## config.mk

```make
export PLATFORM = sky130hd
export DESIGN_NAME = if_stage_flat
export DESIGN_NICKNAME = d
export VERILOG_FILES = /design/src/rtl/cpu_defs.sv /design/src/rtl/if_stage_if.sv /design/src/rtl/if_stage_ifid_reg.sv /design/src/rtl/if_stage.sv /design/src/flat_wrapper.sv
export SDC_FILE = /design/constraint.sdc
export NUM_CORES = 1
export LEC_CHECK = 0
export BUFFER_PORTS_ARGS = -buffer_cell sky130_fd_sc_hd__buf_2
export CAP_MARGIN = 15
export CORE_AREA = 2 2 198 103
export DETAILED_ROUTE_END_ITERATION = 10
export DIE_AREA = 0 0 200 105
export PLACE_DENSITY_LB_ADDON = 0.12
export SKIP_LAST_GASP = 1
export SYNTH_ARGS = -nofsm -noshare
export SYNTH_HDL_FRONTEND = slang
export SYNTH_SLANG_ARGS = --single-unit
export TNS_END_PERCENT = 20
```

## constraint.sdc

```tcl
create_clock -name clock -period 2.8 [get_ports clock]
set_input_delay 0.14 -clock clock [delete_from_list [all_inputs] [get_ports clock]]
set_output_delay 0.14 -clock clock [all_outputs]
set_load 0.005 [all_outputs]
```

## src/rtl/cpu_defs.sv

```systemverilog
// Shared definitions for the pipeline_cpu fetch path: reset PC, nop encoding,
// fetch FSM state encoding and the IF/ID record with its bubble value.
package cpu_defs;

    localparam logic [31:0] RESET_PC_DEFAULT = 32'h0000_3000;
    localparam logic [31:0] INSTR_NOP        = 32'h0000_0000;

    typedef enum logic {
        ST_RUN   = 1'b0,
        ST_FAULT = 1'b1
    } fetch_state_e;

    typedef struct packed {
        logic        valid;
        logic [31:0] instr;
        logic [31:0] pc;
        logic [31:0] pc4;
    } ifid_t;

    localparam ifid_t IFID_BUBBLE = '{valid: 1'b0, instr: INSTR_NOP, pc: 32'h0000_0000, pc4: 32'h0000_0000};

    // Fetch addresses are word aligned; the low two bits of any target are dropped.
    function automatic logic [31:0] align_word(input logic [31:0] addr);
        return {addr[31:2], 2'b00};
    endfunction

endpackage

```

## src/rtl/if_stage_if.sv

```systemverilog
// Bundle of the fetch stage's decode-control, instruction-memory and IF/ID signals.
// master = fetch stage, slave = its environment (decode, IM, bench).
interface if_stage_if #(
    parameter int IM_AW = 10
);
    logic             stall;
    logic             redirect;
    logic [31:0]      redirect_pc;
    logic [IM_AW-1:0] imem_addr;
    logic [31:0]      imem_rdata;
    logic [31:0]      pc;
    logic             if_id_valid;
    logic [31:0]      if_id_instr;
    logic [31:0]      if_id_pc;
    logic [31:0]      if_id_pc4;
    logic             pc_fault;
    logic [31:0]      fetch_count;

    modport master (
        input  stall, redirect, redirect_pc, imem_rdata,
        output imem_addr, pc, if_id_valid, if_id_instr, if_id_pc, if_id_pc4, pc_fault, fetch_count
    );

    modport slave (
        output stall, redirect, redirect_pc, imem_rdata,
        input  imem_addr, pc, if_id_valid, if_id_instr, if_id_pc, if_id_pc4, pc_fault, fetch_count
    );
endinterface

```

## src/rtl/if_stage_ifid_reg.sv

```systemverilog
// IF/ID pipeline register: bubble has priority over load; neither means hold.
module ifid_reg
    import cpu_defs::*;
(
    input  logic  clock,
    input  logic  reset,
    input  logic  load,
    input  logic  bubble,
    input  ifid_t d,
    output ifid_t q
);

    // IF/ID register update
    always_ff @(posedge clock) begin
        if (reset) begin
            q <= IFID_BUBBLE;
        end else if (bubble) begin
            q <= IFID_BUBBLE;
        end else if (load) begin
            q <= d;
        end else begin
            q <= q;
        end
    end

endmodule

```

## src/rtl/if_stage.sv

```systemverilog
// Instruction-fetch stage: PC register, RUN/FAULT fetch FSM, IF/ID register
// and a saturating count of valid instructions issued to decode.
module if_stage
    import cpu_defs::*;
#(
    parameter logic [31:0] RESET_PC   = RESET_PC_DEFAULT,
    parameter int          IM_AW      = 10,
    parameter bit          DELAY_SLOT = 1'b1
) (
    input  logic       clock,
    input  logic       reset,
    if_stage_if.master bus
);

    fetch_state_e state_r, state_next_s;
    logic [31:0]  pc_r, pc_next_s;
    logic         fault_r, fault_next_s;
    logic [31:0]  count_r;
    logic         ifid_load_s, ifid_bubble_s;
    logic [31:0]  offset_s, target_s, target_offset_s;
    logic         in_range_s, target_in_range_s;
    ifid_t        ifid_d_s, ifid_q_s;

    // Unsigned subtract makes anything below RESET_PC wrap to a huge offset, i.e. out of range.
    assign offset_s          = pc_r - RESET_PC;
    assign in_range_s        = (offset_s >> (IM_AW + 2)) == 32'h0000_0000;
    assign target_s          = align_word(bus.redirect_pc);
    assign target_offset_s   = target_s - RESET_PC;
    assign target_in_range_s = (target_offset_s >> (IM_AW + 2)) == 32'h0000_0000;

    assign ifid_d_s = '{valid: 1'b1, instr: bus.imem_rdata, pc: pc_r, pc4: pc_r + 32'd4};

    // State, PC, sticky fault and issue counter
    always_ff @(posedge clock) begin
        if (reset) begin
            state_r <= ST_RUN;
            pc_r    <= RESET_PC;
            fault_r <= 1'b0;
            count_r <= 32'h0000_0000;
        end else begin
            state_r <= state_next_s;
            pc_r    <= pc_next_s;
            fault_r <= fault_next_s;
            if (ifid_load_s && (count_r != 32'hFFFF_FFFF)) begin
                count_r <= count_r + 32'd1;
            end else begin
                count_r <= count_r;
            end
        end
    end

    // Next-state, next-PC and IF/ID control
    always_comb begin
        state_next_s  = state_r;
        pc_next_s     = pc_r;
        fault_next_s  = fault_r;
        ifid_load_s   = 1'b0;
        ifid_bubble_s = 1'b0;
        case (state_r)
            ST_RUN: begin
                if (bus.redirect || !bus.stall) begin
                    if (!in_range_s) begin
                        ifid_bubble_s = 1'b1;
                        fault_next_s  = 1'b1;
                        // A redirect out of the bad region keeps the stage running.
                        if (bus.redirect && target_in_range_s) begin
                            pc_next_s = target_s;
                        end else begin
                            state_next_s = ST_FAULT;
                        end
                    end else if (bus.redirect) begin
                        pc_next_s = target_s;
                        if (DELAY_SLOT) begin
                            ifid_load_s = 1'b1;
                        end else begin
                            ifid_bubble_s = 1'b1;
                        end
                    end else begin
                        pc_next_s   = pc_r + 32'd4;
                        ifid_load_s = 1'b1;
                    end
                end else begin
                    ifid_load_s = 1'b0;
                end
            end
            ST_FAULT: begin
                if (bus.redirect) begin
                    ifid_bubble_s = 1'b1;
                    if (target_in_range_s) begin
                        pc_next_s    = target_s;
                        state_next_s = ST_RUN;
                    end else begin
                        state_next_s = ST_FAULT;
                    end
                end else if (!bus.stall) begin
                    ifid_bubble_s = 1'b1;
                end else begin
                    ifid_bubble_s = 1'b0;
                end
            end
            default: begin
                ifid_bubble_s = 1'b1;
                state_next_s  = ST_FAULT;
            end
        endcase
    end

    ifid_reg u_ifid_reg (
        .clock  (clock),
        .reset  (reset),
        .load   (ifid_load_s),
        .bubble (ifid_bubble_s),
        .d      (ifid_d_s),
        .q      (ifid_q_s)
    );

    assign bus.imem_addr   = offset_s[IM_AW+1:2];
    assign bus.pc          = pc_r;
    assign bus.if_id_valid = ifid_q_s.valid;
    assign bus.if_id_instr = ifid_q_s.instr;
    assign bus.if_id_pc    = ifid_q_s.pc;
    assign bus.if_id_pc4   = ifid_q_s.pc4;
    assign bus.pc_fault    = fault_r;
    assign bus.fetch_count = count_r;

endmodule

```

## src/flat_wrapper.sv

```systemverilog
// flat-port wrapper written by rule: the top's interface ports become plain ports
module if_stage_flat import cpu_defs::*;
#(
    parameter logic [31:0] RESET_PC   = RESET_PC_DEFAULT,
    parameter int          IM_AW      = 10,
    parameter bit          DELAY_SLOT = 1'b1
)
  (clock, reset, bus_stall, bus_redirect, bus_redirect_pc, bus_imem_rdata, bus_imem_addr, bus_pc, bus_if_id_valid, bus_if_id_instr, bus_if_id_pc, bus_if_id_pc4, bus_pc_fault, bus_fetch_count);
  if_stage_if #(.IM_AW(IM_AW)) bus_i ();
  input  logic clock;
  input  logic reset;
  input wire logic [$bits(bus_i.stall)-1:0] bus_stall;
  input wire logic [$bits(bus_i.redirect)-1:0] bus_redirect;
  input wire logic [$bits(bus_i.redirect_pc)-1:0] bus_redirect_pc;
  input wire logic [$bits(bus_i.imem_rdata)-1:0] bus_imem_rdata;
  output wire logic [$bits(bus_i.imem_addr)-1:0] bus_imem_addr;
  output wire logic [$bits(bus_i.pc)-1:0] bus_pc;
  output wire logic [$bits(bus_i.if_id_valid)-1:0] bus_if_id_valid;
  output wire logic [$bits(bus_i.if_id_instr)-1:0] bus_if_id_instr;
  output wire logic [$bits(bus_i.if_id_pc)-1:0] bus_if_id_pc;
  output wire logic [$bits(bus_i.if_id_pc4)-1:0] bus_if_id_pc4;
  output wire logic [$bits(bus_i.pc_fault)-1:0] bus_pc_fault;
  output wire logic [$bits(bus_i.fetch_count)-1:0] bus_fetch_count;
  assign bus_i.stall = bus_stall;
  assign bus_i.redirect = bus_redirect;
  assign bus_i.redirect_pc = bus_redirect_pc;
  assign bus_i.imem_rdata = bus_imem_rdata;
  assign bus_imem_addr = bus_i.imem_addr;
  assign bus_pc = bus_i.pc;
  assign bus_if_id_valid = bus_i.if_id_valid;
  assign bus_if_id_instr = bus_i.if_id_instr;
  assign bus_if_id_pc = bus_i.if_id_pc;
  assign bus_if_id_pc4 = bus_i.if_id_pc4;
  assign bus_pc_fault = bus_i.pc_fault;
  assign bus_fetch_count = bus_i.fetch_count;
  if_stage #(.RESET_PC(RESET_PC), .IM_AW(IM_AW), .DELAY_SLOT(DELAY_SLOT)) u_core (.clock(clock), .reset(reset), .bus(bus_i));
endmodule
```

Yosys cells after proc, flatten, opt, wreduce, memory -nomap -nowiden
Cells that the tools add are included.

storage, ports and cells
  logic and storage cells = 49
  input port bits = 68
  bits in registers = 163

operators by class
  reductions and logical operators = 9
  $add $sub $neg = 4
  mux-type cells = 21
  bitwise operators = 2
  eq/ne operators = 5

operators with widths
  operator                                                count
  two-way mux 32 bit                                      6
  zero test 32 bit                                        2
  case mux 32 bit (2 select lines)                        1
  subtractor 32 x 14 -> 32 bit (second input constant)    2
  adder 32 x 1 -> 32 bit (second input constant)          1
  adder 32 x 3 -> 32 bit (second input constant)          1
  inequality test 32 bit (second input constant)          1
  two-way mux 1 bit                                       12
  inequality test 2 bit (second input constant)           2
  case mux 1 bit (2 select lines)                         2
  AND reduction 4 bit                                     1
  inequality test 3 x 1 -> 1 bit (second input constant)  1
  AND reduction 3 bit                                     1
  logical AND 1 bit                                       2
  inequality test 2 x 1 -> 1 bit (second input constant)  1
  NOT 1 bit                                               2
  OR reduction 2 bit                                      1
  zero test 1 bit                                         1
  logical OR 1 bit                                        1

Depth between registers and ports, before layout
  word-level depth = 7
  mapped depth = 8
  gate-level depth less buffers = 6

Modules after synthesis
Synthesis repeated with hierarchy kept, for this count alone.

second synthesis, totals
  cell total of the unflattened synthesis = 854
  area, all modules = 7549.7 sq um

modules (own cells, without submodules)
  module    sequential area each (sq um)  cells each  instances  area an instance (sq um)
  if_stage  1281.2                        540         1          4105.2
  ifid_reg  1941.9                        314         1          3444.6

Worst setup path before layout
OpenSTA, ideal clock, no wires.

  path type = reg-to-reg
  start point = reg u_core.pc_r[13], in the netlist u_core.bus.pc[13]
  end point = reg u_core.count_r[27], in the netlist u_core.bus.fetch_count[27]
  buffers on the path = 1
  data arrival time = 2223 ps
  cell stages (with the launch flop) = 8
  library setup time = 132 ps
  clock period less this slack = 2355 ps
  slack = 445 ps
  path through = dfxtp_1 -> a2111oi_4 -> nand3_1 -> a211oi_4 -> nand4_2 -> clkbuf_1 -> o41ai_1 -> a21oi_1

on the way
  word-level cells in the longest chain between the ends = 6

ends and longest elaborated chain
  what                          RTL line        source
  start, declared               if_stage.sv:16  logic [31:0] pc_r, pc_next_s;
  start signal, assigned        if_stage.sv:42  pc_r <= pc_next_s;
  subtractor 32 x 14 -> 32 bit  if_stage.sv:25  assign offset_s = pc_r - RESET_PC;
  zero test 32 bit              if_stage.sv:26  assign in_range_s = (offset_s >> (IM_AW + 2)) == 32'h0000_0000;
  two-way mux 1 bit             if_stage.sv:62  if (!in_range_s) begin
  two-way mux 1 bit             if_stage.sv:61  if (bus.redirect || !bus.stall) begin
  two-way mux 1 bit             if_stage.sv:59  case (state_r)
  logical AND 1 bit             if_stage.sv:44  if (ifid_load_s && (count_r != 32'hFFFF_FFFF)) begin
  end signal, assigned          if_stage.sv:45  count_r <= count_r + 32'd1;
  end signal, assigned          if_stage.sv:47  count_r <= count_r;
  end, declared                 if_stage.sv:18  logic [31:0] count_r;

Every way passes these cells.
A chain may end at the register's enable or synchronous reset.

Final worst setup path
  start point = reg u_core.pc_r[17], in the netlist u_core.bus.pc[17]
  end point = reg u_core.count_r[26], in the netlist u_core.bus.fetch_count[26]

The elaborated chain is that of the path after synthesis.

==> impl_metrics.py <==
metrics = {
    "sta": {
        "setup_tns_ns": 0,
        "hold_slack_ns": 0.03056,
        "drv_slew": 0,
        "rsz0062_at_grt": "yes",
        "fmax_ghz": 0.3684,
        "period_share_pct": 96.94,
        "hold_violations": 0,
        "worst_clock_skew_ns": 0.007663,
        "maxSlewHeadroom_pct": 37.86,
        "worstMarginPinSlew_ns": 0.9297,
        "timing.final.crit_period_ns": 2.714,
        "setup_viol": 0,
    },
    "yosys": {
        "synth_edf_count": 0,
        "synthTopCellsByArea": "dfxtp_1 47%, a21oi_1 8.3%, nand2_1 7.4%",
        "synth_top_area_share_pct": 47.36,
        "yosys.cell_types.count": 51,
        "async_flop_share_pct": 0,
        "synth_largest_area_cell": "dfxtp_1",
        "synth_area_um2": 6636,
        "ys.flop_type": "dfxtp_1",
        "seq_area_frac_synth_pct": 47.36,
        "synth.avg_cell_area_um2": 8.306,
        "syn_inst": 799,
        "synth_warnings": 0,
        "ys_ff_latch": 157,
    },
    "route": {
        "drc": 0,
        "ant_nets": 0,
        "drt-initial-drc-count": 481,
        "first_pass_iters": 5,
        "wl_um": 20680,
        "dr_total_vias": 6367,
        "via_per_inst": 4.805,
        "wl_per_cell_um": 15.61,
    },
    "critical_path": {
        "cp-start-kind": "register",
        "crit_end": "u_core.bus.fetch_count[26]",
        "rr_worst_depth": 9,
        "slowest_stage": "or4_1",
        "critPathCaptureType": "register",
        "r2r-end": "u_core.bus.fetch_count[26]",
        "cp_max_fo": 11,
        "cp.required_ns": 3.16,
        "startpoint": "u_core.bus.pc[17]",
        "r2r_slack_ns": 0.09,
        "crit_chain": "nor4_1 > buf_4 > o211ai_1 > a211oi_4 > buf_4 > nand3_1 > buf_4 > or4_1 > a21oi_1",
        "critical_path.max_stage_delay_ns": 0.46,
        "crit_type": "reg -> reg",
        "r2r-start": "u_core.bus.pc[17]",
        "cp.arrival_ns": 3.08,
        "crit_top_cell": "buf_4",
    },
    "placed_design": {
        "io_buffers": 231,
        "dpl_cell_area_um2": 7875,
        "dp_hpwl_um": 14510,
        "gp_congestion": 0.7797,
        "placedCellCount": 1236,
    },
    "die": {
        "die_h_um": 105,
        "rows": 36,
        "core_area_um2": 19140,
        "num_io_pins": 240,
        "start_util_pct": 34.67,
        "die_x_um": 200,
        "dieArea_um2": 21000,
    },
    "cts": {
        "cts_tree": "done",
        "htree_num_levels": 4,
        "clkLatencyLatePin_ns": 0.43,
        "path_clk_slew_ns": 0.06,
        "numCtsBuffers": 17,
        "cts.sinks": 157,
        "cts_root_buffer": "clkbuf_16",
        "ctsLongestPathBuffers": 2,
    },
    "run_status": {
        "status": "completed",
    },
    "grt": {
        "antenna_found_initial": 0,
        "grt_pass1_vias": 5633,
        "grt_pass1_wl_um": 31750,
        "grt_max_degree": 47,
        "overflow": 0,
        "track_usage_pct": 19.57,
    },
    "hold_path": {
        "hold_path_class": "in -> reg",
    },
    "cells_and_area": {
        "area_delta_synth_final_pct": 36.24,
        "register_area_um2": 3143,
        "stdcell_count": 1325,
        "multiInputGateArea_um2": 2974,
        "nNetsFinal": 1116,
        "layout_commonest_cell": "buf_2",
        "fillers": 1869,
        "final_cell_mix": "231 x buf_2, 157 x dfxtp_1, 130 x nand2_1, 109 x a21oi_1, 57 x dlygate4sd3_1",
        "diodes": 0,
        "final_layout_size_suffix_gt1_share_pct": 28.42,
        "final_util_pct": 47.23,
        "design_area_um2": 9041,
    },
    "power": {
        "p_leak_nw": 3.784,
        "power_density_nw_per_um2": 980.5,
        "peakVddDrop_uv": 490.3,
    },
    "flow_run": {
        "drv_cap": 0,
    },
}
repair_timing:
item,4_1_cts,5_1_grt
buffers inserted,0,0
endpoints found under the setup margin,0,10
hold buffers,56,1
gates resized for setup,0,1
endpoints found under the hold margin,56,1
where the power goes:
part           total (mW)  internal, mW  switching [mW]
Clock                2.30          1.29            1.01
Sequential           2.87          2.54           0.331
Combinational        3.69          1.39            2.30
Total                8.86          5.22            3.64
metrics by stage:
stage,setup WS [ns],power [mW]
5_1_grt,-0.05743,9.521
3_3_place_gp,0.1615,6.555
6_report,0.08574,8.865
3_5_place_dp,0.1214,6.549
4_1_cts,0.09446,8.951
2_1_floorplan,0.4447,5.318
flip-flops by register name (all words and copies together) (netlist names):
| register | flops |
|---|---|
| u_core.u_ifid_reg.q | 93 |
| u_core.bus.fetch_count | 32 |
| u_core.bus.pc_fault | 1 |
| u_core.bus.pc | 30 |
| u_core.state_r | 1 |
cells in the mapped netlist, types with 2 or more instances:
cell type / n
a211oi_1: 10
a21o_1: 2
a21oi_1: 110
and2_1: 40
and3_1: 8
and4_1: 3
buf_1: 4
buf_2: 5
buf_4: 46
clkbuf_1: 36
dfxtp_1: 157
ha_1: 2
inv_1: 12
mux2i_1: 2
nand2_1: 131
nand2b_1: 6
nand3_1: 36
nand4_1: 14
nor2_1: 37
nor2b_1: 5
nor3_1: 16
nor3b_1: 3
nor4_1: 5
o211ai_1: 2
o21ai_0: 26
o21bai_1: 2
o31ai_1: 6
o32ai_1: 6
o41ai_1: 3
or2_2: 2
or3_1: 22
or4_1: 9
xnor2_1: 11
xor2_1: 3
per-layer routing:
layer / vias up / part of all wire, % / global-route usage, %
met4: 0 / 1.0 / 5.503
met2: 189 / 39 / 25.40
met1: 2942 / 54 / 30.48
li1: 3221 / - / -
met3: 15 / 6.2 / 5.423
met5: - / 0 / 0
area by class of cell:
class                           instances  share of cell area (%)
Sequential cell                       157                   34.76
Multi-Input combinational cell        544                   32.90
Timing Repair Buffer                  314                   21.67
Clock buffer                           19                   5.010
Tap cell                              266                   3.681
Clock inverter                         13                   1.481
Inverter                               12                  0.4982
worst min path at each step:
stage               slack [ns]  cells past startpoint                from                      end
finish                    0.03                      3  bus_redirect_pc[2]         u_core.bus.pc[2]
global route              0.06                      3  bus_redirect_pc[8]         u_core.bus.pc[8]
CTS                      0.002                      3  bus_redirect_pc[2]         u_core.bus.pc[2]
detailed placement        0.39                      3  bus_imem_rdata[31]  u_core.u_ifid_reg.q[95]
global placement          0.39                      3   bus_imem_rdata[6]  u_core.u_ifid_reg.q[70]
floorplan                 0.28                      2   bus_imem_rdata[0]  u_core.u_ifid_reg.q[64]
critical path: cells and delay by family, from the launching register on:
kind                   cells  cell delay [ns]
AOI/OAI and AO/OA          3             0.69
buffers and inverters      3             0.63
DFF                        1             0.33
and+or+nand+nor            3             0.99
kinds of logic (layout without fill, tap and decap cells):
| kind of cell | Yosys count | in the layout | synth area share (%) |
|---|---|---|---|
| AO/OA/AOI/OAI | 175 | 175 | 15.54 |
| XOR/XNOR | 14 | 14 | 1.848 |
| adder cells (fa/ha/maj) | 2 | 2 | 0.3770 |
| buffers and inverters | 103 | 358 | 8.522 |
| flip-flops | 157 | 157 | 47.36 |
| multiplexers | 3 | 3 | 0.4713 |
| other | 1 | 6 | 0.05651 |
| AND/OR/NAND/NOR | 344 | 344 | 25.83 |
No activity file was read; power rests on OpenSTA's default activity.
